===== config.mk =====
export PLATFORM = sky130hd
export DESIGN_NAME = vend_credit_controller_flat
export DESIGN_NICKNAME = d
export VERILOG_FILES = /design/src/rtl/vend_credit_controller_if.sv /design/src/rtl/vend_credit_controller.sv /design/src/flat_wrapper.sv
export SDC_FILE = /design/constraint.sdc
export NUM_CORES = 1
export LEC_CHECK = 0
export CAP_MARGIN = 20
export CORE_MARGIN = 1.5
export CORE_UTILIZATION = 55
export DETAILED_ROUTE_END_ITERATION = 6
export HOLD_SLACK_MARGIN = 0.1
export PLACE_DENSITY = 0.79
export SYNTH_ARGS = -nofsm -noshare
export SYNTH_HDL_FRONTEND = slang
export SYNTH_SLANG_ARGS = --single-unit

===== constraint.sdc =====
create_clock -name clk -period 12.4 [get_ports clk]
set_input_delay 1.86 -clock clk [delete_from_list [all_inputs] [get_ports clk]]
set_output_delay 1.86 -clock clk [all_outputs]
set_load 0.01 [all_outputs]

===== src/rtl/vend_credit_controller_if.sv =====
// rtl/vend_credit_controller_if.sv - coin/selection front end and dispense actuator bundle
interface vend_credit_controller_if;
  logic       n_in;
  logic       d_in;
  logic       q_in;
  logic       soda_in;
  logic       diet_in;
  logic       cancel_in;
  logic       disp_ready;
  logic       give_soda;
  logic       give_diet;
  logic       n_out;
  logic       d_out;
  logic       q_out;
  logic       coin_reject;
  logic       sel_deny;
  logic [6:0] credit;
  logic       busy;

  modport slave (
    input  n_in, d_in, q_in, soda_in, diet_in, cancel_in, disp_ready,
    output give_soda, give_diet, n_out, d_out, q_out, coin_reject, sel_deny, credit, busy
  );

  modport master (
    output n_in, d_in, q_in, soda_in, diet_in, cancel_in, disp_ready,
    input  give_soda, give_diet, n_out, d_out, q_out, coin_reject, sel_deny, credit, busy
  );
endinterface


===== src/rtl/vend_credit_controller.sv =====
// rtl/vend_credit_controller.sv - credit accumulation, product vend and greedy change payout
module vend_credit_controller #(
  parameter int SODA_PRICE = 25,
  parameter int DIET_PRICE = 30,
  parameter int MAX_CREDIT = 100
) (
  input  logic                     clk,
  input  logic                     reset,
  vend_credit_controller_if.slave  bus
);

  typedef enum logic [1:0] {IDLE, VEND, CHANGE} state_t;

  localparam logic [7:0] SODA = 8'(SODA_PRICE);
  localparam logic [7:0] DIET = 8'(DIET_PRICE);
  localparam logic [7:0] MAXC = 8'(MAX_CREDIT);

  state_t     state_q, state_d;
  logic [6:0] credit_q, credit_d;
  logic       give_soda_q, give_soda_d;
  logic       give_diet_q, give_diet_d;
  logic       n_out_q, n_out_d;
  logic       d_out_q, d_out_d;
  logic       q_out_q, q_out_d;
  logic       coin_reject_q, coin_reject_d;
  logic       sel_deny_q, sel_deny_d;

  logic [7:0] credit_w;
  logic [7:0] coin_val;
  logic [7:0] coin_add;
  logic [7:0] price;
  logic       coin_any;
  logic       coin_extra;
  logic       coin_fits;
  logic       sel_any;
  logic       sel_ok;

  always_comb begin
    state_d       = state_q;
    credit_d      = credit_q;
    give_soda_d   = 1'b0;
    give_diet_d   = 1'b0;
    n_out_d       = 1'b0;
    d_out_d       = 1'b0;
    q_out_d       = 1'b0;
    coin_reject_d = 1'b0;
    sel_deny_d    = 1'b0;
    coin_add      = 8'd0;

    credit_w = {1'b0, credit_q};
    if (bus.q_in)      coin_val = 8'd25;
    else if (bus.d_in) coin_val = 8'd10;
    else if (bus.n_in) coin_val = 8'd5;
    else               coin_val = 8'd0;
    coin_any   = bus.q_in | bus.d_in | bus.n_in;
    // Lower-priority coins arriving alongside a higher one are lost.
    coin_extra = (bus.q_in & (bus.d_in | bus.n_in)) | (bus.d_in & bus.n_in);
    coin_fits  = (credit_w + coin_val) <= MAXC;
    price      = bus.soda_in ? SODA : DIET;
    sel_any    = bus.soda_in | bus.diet_in;
    sel_ok     = sel_any && (price <= credit_w);

    case (state_q)
      IDLE: begin
        coin_reject_d = coin_extra | (coin_any & ~coin_fits);
        if (coin_fits) coin_add = coin_val;
        if (sel_ok) begin
          state_d     = VEND;
          credit_d    = 7'(credit_w - price + coin_add);
          give_soda_d = bus.soda_in;
          give_diet_d = ~bus.soda_in;
        end else begin
          sel_deny_d = sel_any;
          credit_d   = 7'(credit_w + coin_add);
          if (bus.cancel_in && credit_q != 7'd0) state_d = CHANGE;
        end
      end
      VEND: begin
        coin_reject_d = coin_any;
        state_d       = (credit_q != 7'd0) ? CHANGE : IDLE;
      end
      CHANGE: begin
        coin_reject_d = coin_any;
        if (credit_q == 7'd0) begin
          state_d = IDLE;
        end else if (bus.disp_ready) begin
          // Credit is always a multiple of 5, so a nickel always fits below a dime.
          if (credit_q >= 7'd25) begin
            q_out_d  = 1'b1;
            credit_d = credit_q - 7'd25;
          end else if (credit_q >= 7'd10) begin
            d_out_d  = 1'b1;
            credit_d = credit_q - 7'd10;
          end else begin
            n_out_d  = 1'b1;
            credit_d = credit_q - 7'd5;
          end
        end
      end
      default: state_d = IDLE;
    endcase
  end

  always_ff @(posedge clk) begin
    if (reset) begin
      state_q       <= IDLE;
      credit_q      <= 7'd0;
      give_soda_q   <= 1'b0;
      give_diet_q   <= 1'b0;
      n_out_q       <= 1'b0;
      d_out_q       <= 1'b0;
      q_out_q       <= 1'b0;
      coin_reject_q <= 1'b0;
      sel_deny_q    <= 1'b0;
    end else begin
      state_q       <= state_d;
      credit_q      <= credit_d;
      give_soda_q   <= give_soda_d;
      give_diet_q   <= give_diet_d;
      n_out_q       <= n_out_d;
      d_out_q       <= d_out_d;
      q_out_q       <= q_out_d;
      coin_reject_q <= coin_reject_d;
      sel_deny_q    <= sel_deny_d;
    end
  end

  assign bus.give_soda   = give_soda_q;
  assign bus.give_diet   = give_diet_q;
  assign bus.n_out       = n_out_q;
  assign bus.d_out       = d_out_q;
  assign bus.q_out       = q_out_q;
  assign bus.coin_reject = coin_reject_q;
  assign bus.sel_deny    = sel_deny_q;
  assign bus.credit      = credit_q;
  assign bus.busy        = (state_q != IDLE);

endmodule


===== src/flat_wrapper.sv =====
// flat-port wrapper written by rule: the top's interface ports become plain ports
module vend_credit_controller_flat 
#(
  parameter int SODA_PRICE = 25,
  parameter int DIET_PRICE = 30,
  parameter int MAX_CREDIT = 100
)
  (clk, reset, bus_n_in, bus_d_in, bus_q_in, bus_soda_in, bus_diet_in, bus_cancel_in, bus_disp_ready, bus_give_soda, bus_give_diet, bus_n_out, bus_d_out, bus_q_out, bus_coin_reject, bus_sel_deny, bus_credit, bus_busy);
  vend_credit_controller_if bus_i ();
  input  logic clk;
  input  logic reset;
  input wire logic [$bits(bus_i.n_in)-1:0] bus_n_in;
  input wire logic [$bits(bus_i.d_in)-1:0] bus_d_in;
  input wire logic [$bits(bus_i.q_in)-1:0] bus_q_in;
  input wire logic [$bits(bus_i.soda_in)-1:0] bus_soda_in;
  input wire logic [$bits(bus_i.diet_in)-1:0] bus_diet_in;
  input wire logic [$bits(bus_i.cancel_in)-1:0] bus_cancel_in;
  input wire logic [$bits(bus_i.disp_ready)-1:0] bus_disp_ready;
  output wire logic [$bits(bus_i.give_soda)-1:0] bus_give_soda;
  output wire logic [$bits(bus_i.give_diet)-1:0] bus_give_diet;
  output wire logic [$bits(bus_i.n_out)-1:0] bus_n_out;
  output wire logic [$bits(bus_i.d_out)-1:0] bus_d_out;
  output wire logic [$bits(bus_i.q_out)-1:0] bus_q_out;
  output wire logic [$bits(bus_i.coin_reject)-1:0] bus_coin_reject;
  output wire logic [$bits(bus_i.sel_deny)-1:0] bus_sel_deny;
  output wire logic [$bits(bus_i.credit)-1:0] bus_credit;
  output wire logic [$bits(bus_i.busy)-1:0] bus_busy;
  assign bus_i.n_in = bus_n_in;
  assign bus_i.d_in = bus_d_in;
  assign bus_i.q_in = bus_q_in;
  assign bus_i.soda_in = bus_soda_in;
  assign bus_i.diet_in = bus_diet_in;
  assign bus_i.cancel_in = bus_cancel_in;
  assign bus_i.disp_ready = bus_disp_ready;
  assign bus_give_soda = bus_i.give_soda;
  assign bus_give_diet = bus_i.give_diet;
  assign bus_n_out = bus_i.n_out;
  assign bus_d_out = bus_i.d_out;
  assign bus_q_out = bus_i.q_out;
  assign bus_coin_reject = bus_i.coin_reject;
  assign bus_sel_deny = bus_i.sel_deny;
  assign bus_credit = bus_i.credit;
  assign bus_busy = bus_i.busy;
  vend_credit_controller #(.SODA_PRICE(SODA_PRICE), .DIET_PRICE(DIET_PRICE), .MAX_CREDIT(MAX_CREDIT)) u_core (.clk(clk), .reset(reset), .bus(bus_i));
endmodule

### After elaboration in Yosys (flattened, before gate mapping)

Index checks and enable logic that the tools add are counted.

| word-level totals | value |
|---|---|
| memory bits (writable) | 0 |
| register bits | 16 |
| bits in latches | 0 |
| memories | 0 |
| bits in read-only memories | 0 |
| output and inout port bits | 15 |
| word-level logic and storage cells | 76 |

| cells by class | value |
|---|---|
| eq/ne operators | 6 |
| muxes and demuxes | 21 |
| add/sub/neg operators | 7 |
| order comparisons | 4 |
| reductions and logical operators | 14 |
| $mul | 0 |
| shift operators | 0 |
| divide/modulo/power cells | 0 |
| bitwise gates (word level) | 15 |

Operators by type and width:

| cell | number |
|---|---|
| 7-bit 2-to-1 mux | 7 |
| 8-bit 2-to-1 mux | 2 |
| 7-bit adder | 2 |
| 7-bit one-hot mux with 2 select lines | 1 |
| 7-bit by 8-bit adder with 8-bit output | 1 |
| 8-bit by 7-bit <= comparator with 1-bit output | 1 |
| 8-bit by 7-bit <= comparator with 1-bit output, second input constant | 1 |
| 2-bit 2-to-1 mux | 4 |
| 7-bit by 4-bit >= comparator with 1-bit output, second input constant | 1 |
| 7-bit by 5-bit >= comparator with 1-bit output, second input constant | 1 |
| 7-bit logical NOT | 1 |
| 7-bit nonzero test | 1 |
| 7-bit by 3-bit subtractor with 7-bit output, second input constant | 1 |
| 7-bit by 4-bit subtractor with 7-bit output, second input constant | 1 |
| 7-bit by 5-bit subtractor with 7-bit output, second input constant | 1 |
| 7-bit subtractor | 1 |
| 3-bit 2-to-1 mux | 2 |
| 1-bit NOT | 6 |
| 1-bit bitwise OR | 6 |
| 2-bit one-hot mux with 3 select lines | 1 |
| 3-bit OR reduction | 2 |
| 5-bit OR reduction | 1 |
| 2-bit inequality test, second input constant | 2 |
| 2-bit nonzero test | 2 |
| 13 further kinds | 18 |

### Longest topological paths before layout

Gate-level depths: netlist (run 1).

| logic depth | value |
|---|---|
| depth after elaboration | 10 |
| depth in mapped cells | 22 |
| gate-level depth less buffers | 22 |

### Worst setup path after synthesis (run 1)

Ideal clock, no wire load.

| path | value |
|---|---|
| path kind | input-to-reg |
| start | input bus_d_in |
| end | register u_core.credit_q[6], in the netlist u_core.bus.credit[6] |
| library setup time | 0.086 ns |
| required time | 12.314 ns |
| arrival | 5.630 ns |
| slack | 6.684 ns |
| stages | 21 |
| buffers on the path | 0 |
| cell sequence | inv_1 > a21o_1 > ha_1 > inv_1 > fa_1 > nor2b_4 > o2111ai_1 > and3_4 > o22ai_2 > o21ai_1 > nor2b_1 > fa_1 > ha_1 > a21o_1 > a21oi_1 > o21bai_1 > a21oi_1 > xnor2_1 > nor3_1 > a221oi_2 > a211oi_1 |

| between the ends | value |
|---|---|
| longest elaborated chain between the ends | 9 |
| elaborated cells on any way between the ends | 10 |
| those cells by class | add/sub (3); order compare (1); mux (6) |

RTL lines:

| element | line | RTL |
|---|---|---|
| start, declared | flat_wrapper.sv:13 | `input wire logic [$bits(bus_i.d_in)-1:0] bus_d_in;` |
| 8-bit 2-to-1 mux * | vend_credit_controller.sv:52 | `else if (bus.d_in) coin_val = 8'd10;` |
| 8-bit 2-to-1 mux * | vend_credit_controller.sv:51 | `if (bus.q_in) coin_val = 8'd25;` |
| 7-bit by 8-bit adder with 8-bit output | vend_credit_controller.sv:58 | `coin_fits = (credit_w + coin_val) <= MAXC;` |
| 8-bit by 7-bit <= comparator with 1-bit output | vend_credit_controller.sv:58 |  |
| 7-bit 2-to-1 mux * | vend_credit_controller.sv:66 | `if (coin_fits) coin_add = coin_val;` |
| 7-bit 2-to-1 mux * | vend_credit_controller.sv:63 | `case (state_q)` |
| 7-bit adder (on tied branches) | vend_credit_controller.sv:74, vend_credit_controller.sv:69 |  |
| 7-bit 2-to-1 mux * | vend_credit_controller.sv:67 | `if (sel_ok) begin` |
| 7-bit one-hot mux with 2 select lines * | vend_credit_controller.sv:63 |  |
| end signal, assigned | vend_credit_controller.sv:117 | `credit_q <= credit_d;` |
| end, declared | vend_credit_controller.sv:19 | `logic [6:0] credit_q, credit_d;` |

Every way passes the cells marked *; elsewhere a longest branch is shown, timed or not. The select of a mux whose other input is x is not followed.
A chain may end at the register's enable or synchronous reset.

### Worst setup path in the final report (run 1)

| path | value |
|---|---|
| start | input bus_q_in |
| end | register u_core.credit_q[6], in the netlist u_core.bus.credit[6] |

| between the ends | value |
|---|---|
| longest elaborated chain between the ends | 8 |
| elaborated cells on any way between the ends | 9 |
| those cells by class | add/sub (3); order compare (1); mux (5) |

RTL lines:

| element | line | RTL |
|---|---|---|
| start, declared | flat_wrapper.sv:14 | `input wire logic [$bits(bus_i.q_in)-1:0] bus_q_in;` |
| 8-bit 2-to-1 mux * | vend_credit_controller.sv:51 |  |
| 7-bit by 8-bit adder with 8-bit output | vend_credit_controller.sv:58 |  |
| 8-bit by 7-bit <= comparator with 1-bit output | vend_credit_controller.sv:58 |  |
| 7-bit 2-to-1 mux * | vend_credit_controller.sv:66 |  |
| 7-bit 2-to-1 mux * | vend_credit_controller.sv:63 |  |
| 7-bit adder (on tied branches) | vend_credit_controller.sv:74, vend_credit_controller.sv:69 |  |
| 7-bit 2-to-1 mux * | vend_credit_controller.sv:67 |  |
| 7-bit one-hot mux with 2 select lines * | vend_credit_controller.sv:63 |  |

Marks and branches as above.

==> impl_metrics.env, run 1 <==
export IMPL_status="complete, no violations"
export IMPL_synth_xor_area_share_pct=4.34
export IMPL_io_buffers=23
export IMPL_synth_compound_area_share_pct=31.7
export IMPL_worst_path_max_delay_cell="clkdlybuf4s50_1"
export IMPL_holdWs_ps=569
export IMPL_drive_gt1_share_pct=7.26
export IMPL_maxCapViolations=0
export IMPL_post_route_period_util_pct=52.3
export IMPL_synth_fa_ha_area_share_pct=22.7
export IMPL_multiInputGateArea_mm2=0.00191
export IMPL_synthToLayoutAreaGrowth_pct=12.1
export IMPL_synth_simple_area_share_pct=19.0
export IMPL_grt_max_degree=19
export IMPL_worst_slack_ps=5910
export IMPL_placed_area_mm2=0.00263
export IMPL_wl_per_cell_um=17.5
export IMPL_yosysTopAreaCell="ha_1"
export IMPL_crit_path_cell_trace="clkdlybuf4s50_1 > a21o_1 > ha_1 > inv_1 > fa_1 > nor2b_4 > o2111ai_1 > and3_4 > o22ai_2 > o21ai_1 > nor2b_1 > fa_1 > ha_1 > a21o_1 > a21oi_1 > o21bai_1 > a21oi_1 > xnor2_1 > nor3_1 > a221oi_2 > a211oi_1"
export IMPL_wirelength_um=6420
export IMPL_grt_pass1_wl_um=10200
export IMPL_synth_nets=347
export IMPL_grt_overflow=0
export IMPL_cp_arrival_ps=6660
export IMPL_fmax_mhz=154
export IMPL_p_leak_nw=1.11
export IMPL_num_vias=2334
export IMPL_slowest_delay_ps=580
export IMPL_ys_warnings_count=0
export IMPL_io_pins=24
export IMPL_cts_made_buffers=3
export IMPL_synth_top_area_share_pct=19.4
export IMPL_grt_pass1_vias=2123
export IMPL_fill_cells=374
export IMPL_synth_ff_type="dfxtp_1"
export IMPL_initial_core_util_pct=58.5
export IMPL_syn_area_mm2=0.00239
export IMPL_cts_resized=0
export IMPL_ant_nets=0
export IMPL_cts_sinks=16
export IMPL_die_x_um=69.0
export IMPL_htree_levels=1
export IMPL_synth_distinct_cells=69
export IMPL_antenna_found_initial=0
export IMPL_hp_class="register to register"
export IMPL_syn_area_per_cell_um2=8.05
export IMPL_fp_dieH_um=69.0
export IMPL_setup_tns_final_ps=0
export IMPL_ys_seq_elements=16
export IMPL_cts_hold_buf=0
export IMPL_ys_seq_area_share_pct=13.4
export IMPL_synth_top_family_by_area="compound AO/OA/AOI/OAI gates"
export IMPL_dp_slack_ps=5720
export IMPL_cts_clk_slew_worst_paths_ps=70
export IMPL_first_pass_iters=4
export IMPL_maxSlewViolCount=0
export IMPL_cp_max_fo=6
export IMPL_cp_start_kind="input port"
export IMPL_nets=368
export IMPL_synthTopCellsByArea="ha_1, dfxtp_1, a21oi_1"
export IMPL_seqCellArea_um2=320
export IMPL_gp_congestion=0.960
export IMPL_rsz0062_at_grt="false"
export IMPL_tightest_slew_ps=788
export IMPL_skew_ps=2.37
export IMPL_fp_dieArea_mm2=0.00475
export IMPL_final_area_mm2=0.00268
export IMPL_maxSlewHeadroom_pct=47.5
export IMPL_rows=23
export IMPL_required_ps=12570
export IMPL_hold_violations=0
export IMPL_muxShareOfSynthArea_pct=2.14
export IMPL_grt_usage_pct=29.1
export IMPL_synth_edf_count=0
export IMPL_via_per_inst=6.36
export IMPL_place_hpwl_um=4910
export IMPL_ir_drop_uv=132
export IMPL_n_antenna_cell=0
export IMPL_postCtsSetupRepairBufs=0
export IMPL_clock_path_buffers=2
export IMPL_core_area_mm2=0.00409
export IMPL_pwr_density_cell_mw_per_mm2=256
export IMPL_clockRootBuffer="clkbuf_8"
export IMPL_clkLatencyLatePin_ps=260
export IMPL_cts_tree="built"
export IMPL_syn_inst=297
export IMPL_cp_end_kind="register"
export IMPL_drc=0
export IMPL_synthArstFlopShare_pct=0
export IMPL_fin_crit_ps=6490
export IMPL_first_iter_violations=176
export IMPL_setup_viol=0
export IMPL_crit_type="input port to register"
registers in the layout, summed over array words and instances, names as in the netlist:
name and cells:
u_core.bus.credit 7, u_core.state_q 2, u_core.bus.coin_reject 1, u_core.bus.d_out 1, u_core.bus.give_diet 1, u_core.bus.give_soda 1
u_core.bus.n_out 1, u_core.bus.q_out 1, u_core.bus.sel_deny 1
worst paths after layout:
kind	startpoint	to	slack, ps	cells after the start
setup reg to reg	u_core.bus.credit[1]	u_core.bus.credit[6]	7250	18
hold / removal	u_core.state_q[0]	u_core.state_q[0]	570	2
hold reg to reg	u_core.state_q[0]	u_core.state_q[0]	570	2
setup / recovery	bus_q_in	u_core.bus.credit[6]	5910	21
critical path, delay by kind of cell:
kind	cells	cell delay (ps)
buffers and inverters	2	640
AOI/OAI and AO/OA	10	1850
xor gates and xnor gates	1	80
and+or+nand+nor	4	830
adders and majority gates	4	1400
final cells by class:
class / instances / share of cell area, %
flip-flops and latches: 16 / 11.9
multi-input cells: 247 / 71.3
clock buffers: 4 / 2.05
inverters: 27 / 3.78
well taps: 50 / 2.33
repair buffers: 23 / 8.59
layer usage:
layer | routed length [um] | global-route usage [%]
met3 | 442 | 7.31
met2 | 2860 | 46.8
met5 | 0 | 0
met4 | 118 | 8.82
met1 | 3000 | 38.3
kinds of logic (layout without fill, tap and decap cells):
kind of cell    Yosys count  count (layout)
buf+inv                  34              54
fa+ha+maj                41              41
mux                       5               5
simple gates             85              85
flops                    16              16
xor+xnor                 11              11
compound gates          105             105
synth_stat cells (all sizes together), types with 2 or more instances:
| master | n |
|---|---|
| a32oi | 2 |
| a211oi | 5 |
| o21bai | 4 |
| o21a | 3 |
| clkbuf | 4 |
| o211ai | 5 |
| and3 | 2 |
| o22ai | 3 |
| a221oi | 3 |
| nor2b | 11 |
| or2 | 3 |
| o21ai | 21 |
| a21o | 8 |
| nor2 | 23 |
| ha | 37 |
| a221o | 3 |
| mux2i | 4 |
| nor3 | 11 |
| buf | 3 |
| nand3 | 8 |
| xnor2 | 10 |
| o32ai | 2 |
| o2111ai | 4 |
| fa | 4 |
| nor4 | 4 |
| a31oi | 6 |
| dfxtp | 16 |
| nand2 | 16 |
| a21oi | 24 |
| inv | 27 |
stage by stage:
stage / cells / total power, mW / utilization [%]
finish: 367 / 0.686 / 65.6
global route: 367 / 0.745 / 65.6
CTS: 367 / 0.675 / 65.6
detailed placement: 363 / 0.623 / 64.3
global placement: 363 / 0.615 / 64.3
floorplan: 297 / 0.499 / -
cell usage in the layout, fill, tap and decap left out, drive strengths merged, types with 6 or more instances in the layout:
master / instances
a21oi: 24
nor2b: 11
clkdlybuf4s50: 23
xnor2: 10
nor3: 11
nand2: 16
nand3: 8
a31oi: 6
nor2: 23
inv: 27
a21o: 8
dfxtp: 16
o21ai: 21
ha: 37
power breakdown:
group	switching, mW	total, mW	leakage [nW]	internal, mW
Sequential	0.0374	0.104	0.131	0.0666
Combinational	0.308	0.534	0.946	0.226
Clock	0.0200	0.0483	0.0288	0.0282
Total	0.365	0.686	1.11	0.321
Note: power is estimated with default switching activity, not from simulation.
==> run 2: changes to the inputs <==
--- a/config.mk
+++ b/config.mk
@@ -7,10 +7,10 @@
 export LEC_CHECK = 0
 export CAP_MARGIN = 20
 export CORE_MARGIN = 1.5
-export CORE_UTILIZATION = 55
+export CORE_UTILIZATION = 53
 export DETAILED_ROUTE_END_ITERATION = 6
 export HOLD_SLACK_MARGIN = 0.1
-export PLACE_DENSITY = 0.79
+export PLACE_DENSITY = 0.8
 export SYNTH_ARGS = -nofsm -noshare
 export SYNTH_HDL_FRONTEND = slang
 export SYNTH_SLANG_ARGS = --single-unit
==> constraint.sdc (replaced) <==
create_clock -name clk -period 5.4 [get_ports clk]
set_input_delay 0.81 -clock clk [delete_from_list [all_inputs] [get_ports clk]]
set_output_delay 0.81 -clock clk [all_outputs]
set_load 0.01 [all_outputs]
==> impl_metrics.env, run 2 (same netlist as run 1, synthesis figures left out) <==
export IMPL_fp_dieArea_mm2=0.00493
export IMPL_setup_viol=0
export IMPL_first_iter_violations=229
export IMPL_status="complete, no violations"
export IMPL_r2r_start="u_core.bus.credit[0]"
export IMPL_core_area_mm2=0.00435
export IMPL_maxSlewViolCount=0
export IMPL_drc=0
export IMPL_fmax_mhz=198
export IMPL_post_route_period_util_pct=93.3
export IMPL_maxSlewHeadroom_pct=50.9
export IMPL_min_delay_path_depth=2
export IMPL_cp_arrival_ps=5190
export IMPL_wirelength_um=6380
export IMPL_setup_tns_final_ps=0
export IMPL_placed_area_mm2=0.00268
export IMPL_final_area_mm2=0.00275
export IMPL_ant_nets=0
export IMPL_first_pass_iters=5
export IMPL_io_buffers=23
export IMPL_cts_made_buffers=3
export IMPL_worstHoldStart="u_core.state_q[0]"
export IMPL_wl_per_cell_um=17.0
export IMPL_cts_tree="built"
export IMPL_grt_pass1_vias=2315
export IMPL_rr_worst_depth=19
export IMPL_drive_gt1_share_pct=10.8
export IMPL_rsz0062_at_grt="false"
export IMPL_cp_max_fo=4
export IMPL_synthToLayoutAreaGrowth_pct=15.1
export IMPL_skew_ps=12.7
export IMPL_tightest_slew_ps=736
export IMPL_die_x_um=70.2
export IMPL_n_antenna_cell=0
export IMPL_reg2reg_slack_ps=1080
export IMPL_htree_levels=1
export IMPL_mostFrequentLayoutCells="ha_1, inv_1, a21oi_1, nor2_1, clkdlybuf4s50_1"
export IMPL_fin_crit_ps=5040
export IMPL_rows=24
export IMPL_final_common_cell="ha_1"
export IMPL_maxCapViolations=0
export IMPL_r2r_end="u_core.bus.credit[6]"
export IMPL_fp_dieH_um=70.2
export IMPL_clkLatencyLatePin_ps=270
export IMPL_initial_core_util_pct=54.9
export IMPL_worst_slack_ps=361
export IMPL_grt_overflow=0
export IMPL_hp_class="register to register"
export IMPL_clock_path_buffers=2
export IMPL_gp_congestion=0.948
export IMPL_grt_pass1_wl_um=10800
export IMPL_io_pins=24
export IMPL_required_ps=5550
export IMPL_grt_usage_pct=27.1
export IMPL_cts_hold_buf=0
export IMPL_cp_start_kind="input port"
export IMPL_cts_sinks=16
export IMPL_postCtsSetupRepairBufs=0
export IMPL_crit_type="input port to register"
export IMPL_clockRootBuffer="clkbuf_8"
export IMPL_cts_clk_slew_worst_paths_ps=80
export IMPL_ir_drop_uv=230
export IMPL_pwr_density_cell_mw_per_mm2=582
export IMPL_grt_max_degree=19
export IMPL_cp_end_kind="register"
export IMPL_holdPathEnd="u_core.state_q[0]"
export IMPL_largest_reg_flops=7
export IMPL_nets=375
export IMPL_dp_slack_ps=1.24
export IMPL_antenna_found_initial=0
export IMPL_num_vias=2382
export IMPL_p_leak_nw=1.15
export IMPL_place_hpwl_um=4950
export IMPL_hold_violations=0
export IMPL_via_per_inst=6.34
-- run 2: cell types whose count changed in the layout (fill, tap and decap cells not counted), sizes merged --
| cell | previous run | this run |
|---|---|---|
| buf | 0 | 7 |
| clkdlybuf4s50 | 23 | 22 |
| dlymetal6s2s | 0 | 1 |
-- run 2: worst max path at each step --
stage / end / slack (ps) / from / cells past startpoint
floorplan: u_core.bus.credit[6] / 730 / bus_d_in / 21
global placement: u_core.bus.credit[6] / 80 / bus_q_in / 20
detailed placement: u_core.bus.credit[6] / 1 / bus_q_in / 21
CTS: u_core.bus.credit[6] / 260 / bus_q_in / 21
global route: u_core.bus.credit[6] / 40 / bus_d_in / 22
finish: u_core.bus.credit[6] / 360 / bus_d_in / 22
-- run 2: critical path, cell delays in order --
cell             delay [ps]
clkdlybuf4s50_1         440
inv_1                   100
a21o_1                  130
ha_1                    180
inv_1                    60
fa_1                    430
nor2b_4                 140
o2111ai_1               150
and3_4                  240
o22ai_2                 200
o21a_2                  220
xnor2_1                 130
ha_1                    280
fa_1                    470
a21o_1                  180
a21oi_1                 200
o21bai_1                 90
a21oi_1                 170
xnor2_1                 150
nor3_2                   70
a221oi_1                260
a211oi_1                 80
-- run 2: cell type report --
cell class              count  area [um^2]
clock buffers               4         55.1
repair buffers             30          285
well taps                  52         65.1
flip-flops and latches     16          320
multi-input cells         247         1930
inverters                  27          101
fillers                   394         1600
-- run 2: stage by stage --
stage | hold WS (ps) | cells | util [%] | power, mW
after floorplan | 510 | 297 | - | 1.15
after global placement | 540 | 372 | 61.6 | 1.43
after detailed placement | 542 | 372 | 61.6 | 1.45
after CTS | 553 | 376 | 62.8 | 1.57
after global routing | 599 | 376 | 63.2 | 1.75
final | 558 | 376 | 63.2 | 1.60
-- run 2: repair_timing --
| item | 4_1_cts | 5_1_grt |
|---|---|---|
| setup endpoints to repair | 0 | 1 |
| gates resized for setup | 0 | 6 |
| hold endpoints to repair | 0 | 0 |
-- run 2: metal layers --
metal  GRT usage, %  up-vias  share of wire [%]  wire [um]
met5              0        -                  0          0
met4           9.40        0                2.1        133
met3           3.46       13                6.6        424
met2           47.4       90                 48       3070
met1           34.2     1120                 43       2760
li1               -     1159                  -          -
-- run 2: where the power goes --
part / switching, mW / internal [mW] / leakage (nW)
combinational: 0.737 / 0.545 / 0.992
clock: 0.0499 / 0.0650 / 0.0288
sequential: 0.0528 / 0.153 / 0.131
